--- src/rtl/loopback_controller.sv ---
// loopback_controller
//   Run sequencer for the 802.11a transmitter -> receiver loopback. An accepted
//   Go streams NumFrames PRBS payload frames into the transmitter, regenerates
//   the same PRBS to check the receiver output LOOP_LATENCY cycles later, and
//   accumulates bit / frame / receiver-error statistics.
//
// Ports
//   Clock, Reset      : single clock, synchronous active-high reset
//   Go                : one-shot run request, honoured only in IDLE
//   NumFrames, Seed   : run configuration, latched on an accepted Go
//   TxStart, TxInput  : transmitter Start pulse and serial payload
//   RxOutput, RxError : receiver serial output and error flag
//   Busy, Done, Pass  : run status (Done/Pass hold until the next accepted Go)
//   BitErrors         : mismatched bits this run (saturating)
//   FramesDone        : frames fully checked this run
//   FrameErrors       : frames with a mismatch or RxError (saturating)
module loopback_controller #(
  parameter int FRAME_BITS   = 96,
  parameter int LOOP_LATENCY = 64,
  parameter int GAP_CYCLES   = 16
) (
  input  logic        Clock,
  input  logic        Reset,
  input  logic        Go,
  input  logic [7:0]  NumFrames,
  input  logic [15:0] Seed,
  output logic        TxStart,
  output logic        TxInput,
  input  logic        RxOutput,
  input  logic        RxError,
  output logic        Busy,
  output logic        Done,
  output logic        Pass,
  output logic [15:0] BitErrors,
  output logic [7:0]  FramesDone,
  output logic [7:0]  FrameErrors
);

  localparam int FRAME_CYCLES = LOOP_LATENCY + FRAME_BITS;
  localparam int CYC_W        = $clog2(FRAME_CYCLES + 1);
  localparam int GAP_W        = $clog2(GAP_CYCLES + 1);

  localparam logic [CYC_W-1:0] CYC_ZERO    = {CYC_W{1'b0}};
  localparam logic [CYC_W-1:0] LAST_CYC    = CYC_W'(FRAME_CYCLES - 1);
  localparam logic [CYC_W-1:0] SEND_END    = CYC_W'(FRAME_BITS);
  localparam logic [CYC_W-1:0] CHECK_BEGIN = CYC_W'(LOOP_LATENCY);
  localparam logic [GAP_W-1:0] GAP_ZERO    = {GAP_W{1'b0}};
  localparam logic [GAP_W-1:0] GAP_LAST    = GAP_W'(GAP_CYCLES - 1);
  localparam logic [15:0]      DEFAULT_SEED = 16'hACE1;

  typedef enum logic [1:0] {
    ST_IDLE = 2'd0,
    ST_RUN  = 2'd1,
    ST_GAP  = 2'd2,
    ST_DONE = 2'd3
  } state_t;

  // PRBS x^16+x^14+x^13+x^11+1, Fibonacci form, output taken from bit 15
  function automatic logic [15:0] lfsr_next(input logic [15:0] v);
    return {v[14:0], v[15] ^ v[13] ^ v[12] ^ v[10]};
  endfunction

  state_t             state_r, state_s;
  logic [CYC_W-1:0]   cyc_r, cyc_s;
  logic [GAP_W-1:0]   gap_r, gap_s;
  logic [7:0]         num_frames_r;
  logic [15:0]        tx_lfsr_r;
  logic [15:0]        chk_lfsr_r;
  logic               frame_bad_r;
  logic               tx_start_r, tx_input_r, busy_r, done_r, pass_r;
  logic [15:0]        bit_errors_r;
  logic [7:0]         frames_done_r, frame_errors_r;

  logic               go_accept_s;
  logic [15:0]        seed_eff_s;
  logic [15:0]        tx_src_s;
  logic               send_next_s;
  logic               in_check_s;
  logic               bit_mismatch_s;
  logic               frame_bad_s;
  logic               frame_end_s;

  assign TxStart     = tx_start_r;
  assign TxInput     = tx_input_r;
  assign Busy        = busy_r;
  assign Done        = done_r;
  assign Pass        = pass_r;
  assign BitErrors   = bit_errors_r;
  assign FramesDone  = frames_done_r;
  assign FrameErrors = frame_errors_r;

  // Next-state logic for the run sequencer and its frame/gap cycle counters
  always_comb begin
    state_s = state_r;
    cyc_s   = cyc_r;
    gap_s   = gap_r;
    case (state_r)
      ST_IDLE: begin
        if (Go) begin
          cyc_s = CYC_ZERO;
          if (NumFrames == 8'd0) begin
            state_s = ST_DONE;
          end else begin
            state_s = ST_RUN;
          end
        end else begin
          state_s = ST_IDLE;
        end
      end
      ST_RUN: begin
        if (cyc_r == LAST_CYC) begin
          state_s = ST_GAP;
          gap_s   = GAP_ZERO;
        end else begin
          cyc_s = cyc_r + CYC_W'(1);
        end
      end
      ST_GAP: begin
        if (gap_r == GAP_LAST) begin
          cyc_s = CYC_ZERO;
          // FramesDone already includes the frame that just finished
          if (frames_done_r == num_frames_r) begin
            state_s = ST_DONE;
          end else begin
            state_s = ST_RUN;
          end
        end else begin
          gap_s = gap_r + GAP_W'(1);
        end
      end
      ST_DONE: begin
        state_s = ST_IDLE;
      end
      default: begin
        state_s = ST_IDLE;
      end
    endcase
  end

  // Per-cycle decode of the send/check windows and error conditions
  always_comb begin
    go_accept_s = (state_r == ST_IDLE) && Go;
    if (Seed == 16'h0000) begin
      seed_eff_s = DEFAULT_SEED;
    end else begin
      seed_eff_s = Seed;
    end
    if (go_accept_s) begin
      tx_src_s = seed_eff_s;
    end else begin
      tx_src_s = tx_lfsr_r;
    end
    // Outputs are registered, so the send window is decoded one cycle early
    send_next_s    = (state_s == ST_RUN) && (cyc_s < SEND_END);
    in_check_s     = (state_r == ST_RUN) && (cyc_r >= CHECK_BEGIN);
    bit_mismatch_s = in_check_s && (RxOutput != chk_lfsr_r[15]);
    frame_bad_s    = frame_bad_r || bit_mismatch_s || ((state_r == ST_RUN) && RxError);
    frame_end_s    = (state_r == ST_RUN) && (cyc_r == LAST_CYC);
  end

  // State and cycle counter registers
  always_ff @(posedge Clock) begin
    if (Reset) begin
      state_r <= ST_IDLE;
      cyc_r   <= CYC_ZERO;
      gap_r   <= GAP_ZERO;
    end else begin
      state_r <= state_s;
      cyc_r   <= cyc_s;
      gap_r   <= gap_s;
    end
  end

  // PRBS generators, registered outputs and run statistics
  always_ff @(posedge Clock) begin
    if (Reset) begin
      num_frames_r   <= 8'd0;
      tx_lfsr_r      <= DEFAULT_SEED;
      chk_lfsr_r     <= DEFAULT_SEED;
      frame_bad_r    <= 1'b0;
      tx_start_r     <= 1'b0;
      tx_input_r     <= 1'b0;
      busy_r         <= 1'b0;
      done_r         <= 1'b0;
      pass_r         <= 1'b0;
      bit_errors_r   <= 16'd0;
      frames_done_r  <= 8'd0;
      frame_errors_r <= 8'd0;
    end else begin
      tx_start_r <= (state_s == ST_RUN) && (cyc_s == CYC_ZERO);
      busy_r     <= (state_s == ST_RUN) || (state_s == ST_GAP);

      if (send_next_s) begin
        tx_input_r <= tx_src_s[15];
        tx_lfsr_r  <= lfsr_next(tx_src_s);
      end else begin
        tx_input_r <= 1'b0;
        tx_lfsr_r  <= tx_src_s;
      end

      if (go_accept_s) begin
        num_frames_r   <= NumFrames;
        chk_lfsr_r     <= seed_eff_s;
        frame_bad_r    <= 1'b0;
        bit_errors_r   <= 16'd0;
        frames_done_r  <= 8'd0;
        frame_errors_r <= 8'd0;
        // An empty run completes immediately and trivially passes
        done_r         <= (NumFrames == 8'd0);
        pass_r         <= (NumFrames == 8'd0);
      end else begin
        if (in_check_s) begin
          chk_lfsr_r <= lfsr_next(chk_lfsr_r);
        end
        if (bit_mismatch_s && (bit_errors_r != 16'hFFFF)) begin
          bit_errors_r <= bit_errors_r + 16'd1;
        end
        if (frame_end_s) begin
          frames_done_r <= frames_done_r + 8'd1;
          if (frame_bad_s && (frame_errors_r != 8'hFF)) begin
            frame_errors_r <= frame_errors_r + 8'd1;
          end
          frame_bad_r <= 1'b0;
        end else if (frame_bad_s) begin
          frame_bad_r <= 1'b1;
        end
        // Counters are final once the last frame has entered its gap
        if ((state_r == ST_GAP) && (state_s == ST_DONE)) begin
          done_r <= 1'b1;
          pass_r <= (bit_errors_r == 16'd0) && (frame_errors_r == 8'd0);
        end
      end
    end
  end

endmodule

--- config.mk ---
export PLATFORM = sky130hd
export DESIGN_NAME = loopback_controller
export DESIGN_NICKNAME = d
export VERILOG_FILES = /design/src/rtl/loopback_controller.sv
export SDC_FILE = /design/constraint.sdc
export NUM_CORES = 1
export LEC_CHECK = 0
export CAP_MARGIN = 20
export CORE_MARGIN = 5
export CORE_UTILIZATION = 26
export CTS_BUF_LIST = sky130_fd_sc_hd__clkbuf_8
export CTS_CLUSTER_DIAMETER = 40
export CTS_CLUSTER_SIZE = 16
export DETAILED_ROUTE_END_ITERATION = 8
export DONT_BUFFER_PORTS = 1
export GPL_TIMING_DRIVEN = 0
export PLACE_DENSITY = 0.44
export REMOVE_ABC_BUFFERS = 1
export SLEW_MARGIN = 20
export SYNTH_ARGS = -nofsm -noshare
export SYNTH_HDL_FRONTEND = slang
export SYNTH_SLANG_ARGS = --single-unit
--- constraint.sdc ---
create_clock -name Clock -period 2.6 [get_ports Clock]
set_input_delay 0.52 -clock Clock [delete_from_list [all_inputs] [get_ports Clock]]
set_output_delay 0.52 -clock Clock [all_outputs]
set_load 0.02 [all_outputs]
==> impl_metrics.tcl, run 1 <==
set metrics [dict create \
    startpoint_type "flip-flop" \
    finalCriticalPeriod_ps 2475 \
    required_ps 2900 \
    die_y_um 142.1 \
    critPathArrivalTime_ps 2780 \
    clock_sinks 93 \
    slew_viol_final 0 \
    grtUsageTotal_pct 12.23 \
    finClkSkew_ps 18.27 \
    synth_edf_count 0 \
    synth_area_leaders "dfxtp_1, nor2_1, nand2_1, xor2_1, xnor2_1" \
    slew_headroom_pct 41.37 \
    nets 584 \
    final_cells 775 \
    leakage_nw 1.821 \
    worstReg2RegEnd "tx_lfsr_r[8]" \
    synth.top_cell.area_share_pct 41.03 \
    first_pass_iters 4 \
    cellPowerDensity_nw_per_um2 542.9 \
    syn_avg_cell_area_um2 8.357 \
    synthFlopType "dfxtp_1" \
    yosysTopAreaCell "dfxtp_1" \
    holdBufCountCts 0 \
    ys_types 54 \
    die_w_um 142.1 \
    vias_per_cell 4.916 \
    area_growth_pct 15.49 \
    overflow 0 \
    drive_gt1_share_pct 15.27 \
    fin_crit_sh_pct 95.21 \
    drt-total-wl_um 12450 \
    grt_max_degree 53 \
    syn_inst 543 \
    cts_tree "built" \
    rr_startpoint "gap_r[0]" \
    dieArea_um2 20200 \
    fmax_mhz 404.0 \
    p_total_mw 2.845 \
    n_antenna_cell 0 \
    setup_viol 0 \
    status "finished clean" \
    insertion_delay_ps 380 \
    grt_pass1_vias 3711 \
    yosys.cell_count.top_type "dfxtp_1" \
    routabilityCongestion 0.7738 \
    initial_utilization_pct 26.33 \
    dr_total_vias 3810 \
    ant_nets 0 \
    place_inst 746 \
    vdd_ir_drop_max_uv 229.0 \
    clock_path_buffers 2 \
    port_buffers 0 \
    fin_tns_setup_ps 0 \
    wl_per_cell_um 16.06 \
    antenna_found_initial 1 \
    min_from "Reset" \
    synth.cell_area_um2 4538 \
    hp-class "input pin to flip-flop" \
    yosysWarningCount 0 \
    hold_viol_final 0 \
    reg2regPathDepth 12 \
    rows 48 \
    critPathMaxFanout 7 \
    numCtsBuffers 9 \
    root_buffer "clkbuf_8" \
    grt_pass1_wl_um 19770 \
    worstHoldPathCells 1 \
    drc 0 \
    synth-seq-area-share_pct 41.03 \
    r2r_slack_ps 120 \
    clk_pin_slew_ps 100 \
    drt_iter0_drc 180 \
    crit_type "flip-flop to flip-flop" \
    synthTopCellsByCount "dfxtp_1, nor2_1, nand2_1" \
    ios 66 \
    hold_path_end "tx_lfsr_r[14]" \
    htreeDepth 3 \
    synth-seq-cells 93 \
    worst_setup_path_end_kind "flip-flop" \
    maxCapViolCount 0 \
    coreArea_um2 17240 \
    ys_async_sr_fraction_pct 0 \
    dp_hpwl_um 8821 \
    tightest_slew_ps 879.4 \
]
[registers in the layout, summed over array words and instances, names as in the netlist, 2 cells and up]
name          cells
BitErrors        16
chk_lfsr_r       16
tx_lfsr_r        16
FrameErrors       8
FramesDone        8
cyc_r             8
num_frames_r      8
gap_r             5
state_r           2
[cell type report]
type	instances	area, um^2
Inverter	11	41.29
Clock buffer	11	151.4
Sequential cell	93	1882
Multi-Input combinational cell	412	2653
Timing Repair Buffer	18	175.2
Fill cell	1816	12000
Tap cell	225	281.5
Clock inverter	5	57.56
[repair_timing]
| item | in CTS | in global routing |
|---|---|---|
| setup buffers | 10 | 3 |
| pin swaps | 2 | 4 |
| resized for setup | 26 | 18 |
| setup endpoints to repair | 18 | 33 |
[routing by layer]
layer | track usage [%] | vias to the layer above | share of wire [%]
met1 | 14.57 | 1806 | 43
met3 | 5.141 | 18 | 7.7
met2 | 19.93 | 67 | 48
li1 | - | 1917 | -
met5 | 0 | - | 0.10
met4 | 4.091 | 2 | 1.7
[placed cells by master, fill, tap and decap left out, types with 4 or more instances in the layout]
cell	count
nand4_1	14
a31oi_1	4
xor2_1	24
a211oi_1	10
buf_6	4
xnor2_1	21
mux2i_1	12
inv_1	10
clkbuf_8	11
nor3_1	21
a21oi_1	33
o31ai_1	5
o22ai_1	14
nor4_1	11
nand2_1	67
mux2_2	7
buf_4	12
nor2_1	70
dfxtp_2	7
nand3_1	17
ha_4	4
o21ai_0	8
dfxtp_1	83
ha_1	6
and3_1	9
[per-stage QoR]
| stage | hold slack (ps) | util (%) | setup slack (ps) | instance area [um^2] |
|---|---|---|---|---|
| 3_5_place_dp | 456.7 | 27.54 | -616.1 | 4747 |
| 3_3_place_gp | 455.6 | 27.20 | -3452 | 4688 |
| 5_1_grt | 178.1 | 30.41 | -10.93 | 5241 |
| 4_1_cts | 171.3 | 29.86 | 4.096 | 5147 |
| 6_report | 210.9 | 30.41 | 124.6 | 5241 |
| 2_1_floorplan | 441.8 | - | -1537 | 4407 |
[cells by family after synthesis]
kind of cell,after synthesis,share of synthesized area [%]
flip-flops,93,41.03
buffers and inverters,38,3.805
adder cells (fa/ha/maj),10,2.757
AO/OA/AOI/OAI,95,13.40
XOR/XNOR,45,8.685
multiplexers,19,4.384
AND/OR/NAND/NOR,243,25.94
[how the worst max path moves through the flow]
stage,from,to,slack (ps),cells past startpoint
after floorplan,Go,tx_lfsr_r[7],-1540,9
after global placement,Go,tx_lfsr_r[7],-3450,5
after detailed placement,cyc_r[0],tx_lfsr_r[8],-620,11
after CTS,FramesDone[7],tx_lfsr_r[8],4,10
after global routing,state_r[1],FramesDone[1],-10,3
final,gap_r[0],tx_lfsr_r[8],120,12
[where the power goes]
group          total [mW]  internal (mW)  leakage (nW)  switching (mW)
logic               0.282          0.129         0.947           0.152
clock network        1.04          0.499         0.110           0.543
registers            1.52           1.48         0.765          0.0399
[worst max-delay path, stage by stage (launching register included)]
cell and delay (ps):
dfxtp_4 370, ha_4 160, and3_4 180, ha_4 170, and3b_2 230, a21oi_4 140
inv_2 70, ha_4 150, o31ai_1 70, and4b_4 270, o21a_4 170, or3_1 350
o31ai_1 60
No activity file was read; power rests on OpenSTA's default activity.
==> inputs of run 2 (changes only) <==
--- a/config.mk
+++ b/config.mk
@@ -13,7 +13,6 @@
 export CTS_CLUSTER_SIZE = 16
 export DETAILED_ROUTE_END_ITERATION = 8
 export DONT_BUFFER_PORTS = 1
-export GPL_TIMING_DRIVEN = 0
 export PLACE_DENSITY = 0.44
 export REMOVE_ABC_BUFFERS = 1
 export SLEW_MARGIN = 20
==> run 2 against run 1 <==
  * Critical path depth unchanged
  * Wire length increased by 0.82%
  * Cell count rose by 2.1%
  * Die area did not move
  * Core utilization decreased by 0.31 points
  * First-iteration DRC count rose by 26%
  * Register-to-register slack barely moved
  * Critical path type unchanged
==> impl_metrics.tcl, run 2 (synthesized netlist as in run 1, its figures left out) <==
set metrics [dict create \
    status "finished clean" \
    path_cells "ha_2 -> and4_1 -> nand3_1 -> o22a_1 -> and3_4 -> ha_1 -> o31ai_1 -> and4b_4 -> o21ai_2 -> buf_4 -> buf_4 -> o31ai_1" \
    required_ps 2900 \
    crit_buf_inv 2 \
    p_total_mw 2.772 \
    n_antenna_cell 0 \
    drt-total-wl_um 12550 \
    vias_per_cell 4.930 \
    dp_hpwl_um 9156 \
    routabilityCongestion 0.8344 \
    worst_setup_path_end_kind "flip-flop" \
    maxCapViolCount 0 \
    layout_common_cells "dfxtp_1, nor2_1, nand2_1" \
    area_growth_pct 14.31 \
    hp-class "input pin to flip-flop" \
    grt_pass1_vias 3685 \
    drc 0 \
    vdd_ir_drop_max_uv 279.4 \
    leakage_nw 1.873 \
    r2r_slack_ps 130 \
    clock_path_buffers 2 \
    nets 601 \
    fin_crit_sh_pct 95.07 \
    final_common_cell "dfxtp_1" \
    critPathMaxFanout 7 \
    cts_tree "built" \
    tightest_slew_ps 460.2 \
    drt_iter0_drc 226 \
    initial_utilization_pct 26.33 \
    ant_nets 0 \
    die_w_um 142.1 \
    slew_viol_final 0 \
    clk_pin_slew_ps 100 \
    finClkSkew_ps 14.83 \
    root_buffer "clkbuf_8" \
    hold_viol_final 0 \
    overflow 0 \
    clock_sinks 93 \
    finalCriticalPeriod_ps 2472 \
    die_y_um 142.1 \
    fmax_mhz 404.5 \
    critPathMaxStageDelay_ps 350 \
    grtUsageTotal_pct 12.40 \
    dieArea_um2 20200 \
    rows 48 \
    slew_headroom_pct 69.32 \
    grt_max_degree 53 \
    setup_viol 0 \
    wl_per_cell_um 15.87 \
    port_buffers 0 \
    coreArea_um2 17240 \
    drive_gt1_share_pct 13.96 \
    crit_type "flip-flop to flip-flop" \
    numCtsBuffers 9 \
    cp_top_family "simple AND/OR/NAND/NOR gates" \
    antenna_found_initial 1 \
    dr_total_vias 3900 \
    final_core_util_pct 30.10 \
    ios 66 \
    startpoint_type "flip-flop" \
    insertion_delay_ps 380 \
    first_pass_iters 4 \
    cp_slowest_cell "and4b_4" \
    grt_pass1_wl_um 19810 \
    htreeDepth 3 \
    cellPowerDensity_nw_per_um2 534.4 \
    critPathArrivalTime_ps 2780 \
]
[run 2: cell count changes in the layout (fill, tap and decap cells not counted), moves of 3 or more]
cell	delta
buf_4	+20
dfxtp_1	+8
dfxtp_2	-5
dfxtp_4	-3
ha_4	-4
[run 2: where the power goes]
part           switching (mW)  internal, mW
Combinational           0.154         0.121
Sequential             0.0378          1.48
Clock                   0.538         0.439
Total                   0.730          2.04
[run 2: layer usage]
metal | share of wire, % | GRT usage (%) | up-vias
li1 | - | - | 1951
met4 | 2.8 | 5.909 | 2
met3 | 6.9 | 4.167 | 24
met5 | 0.16 | 0 | -
met1 | 45 | 16.06 | 1840
met2 | 45 | 18.53 | 83
[run 2: area by class of cell]
cell class | instances | area [um^2]
clock buffer | 9 | 123.9
clock inverter | 6 | 66.31
fill | 1827 | 12050
inverter | 11 | 41.29
multi-input combinational | 412 | 2542
sequential | 93 | 1864
tap | 225 | 281.5
timing repair buffer | 35 | 267.8
[run 2: worst paths after layout]
kind              startpoint             to  cells past startpoint
setup / recovery    cyc_r[0]   tx_lfsr_r[1]                     12
hold / removal         Reset  tx_lfsr_r[14]                      1
setup reg to reg    cyc_r[0]   tx_lfsr_r[1]                     12
hold reg to reg     gap_r[1]       gap_r[1]                      2
[run 2: repair_timing]
action,CTS,global route
gates resized for setup,0,16
hold buffers,0,0
endpoints found under the setup margin,0,16
setup buffers,0,1
[run 2: through the flow]
stage / setup TNS [ps] / setup slack, ps / hold slack [ps] / instances / area [um^2]
after detailed placement: 0 / 30.00 / 455.9 / 774 / 4941
final: 0 / 128.1 / 204.8 / 791 / 5187
after CTS: 0 / 22.46 / 181.6 / 789 / 5131
after global placement: 0 / 125.0 / 449.9 / 774 / 4941
after floorplan: -37650 / -1537 / 441.8 / 516 / 4407
after global routing: -16.59 / -16.59 / 175.8 / 791 / 5187
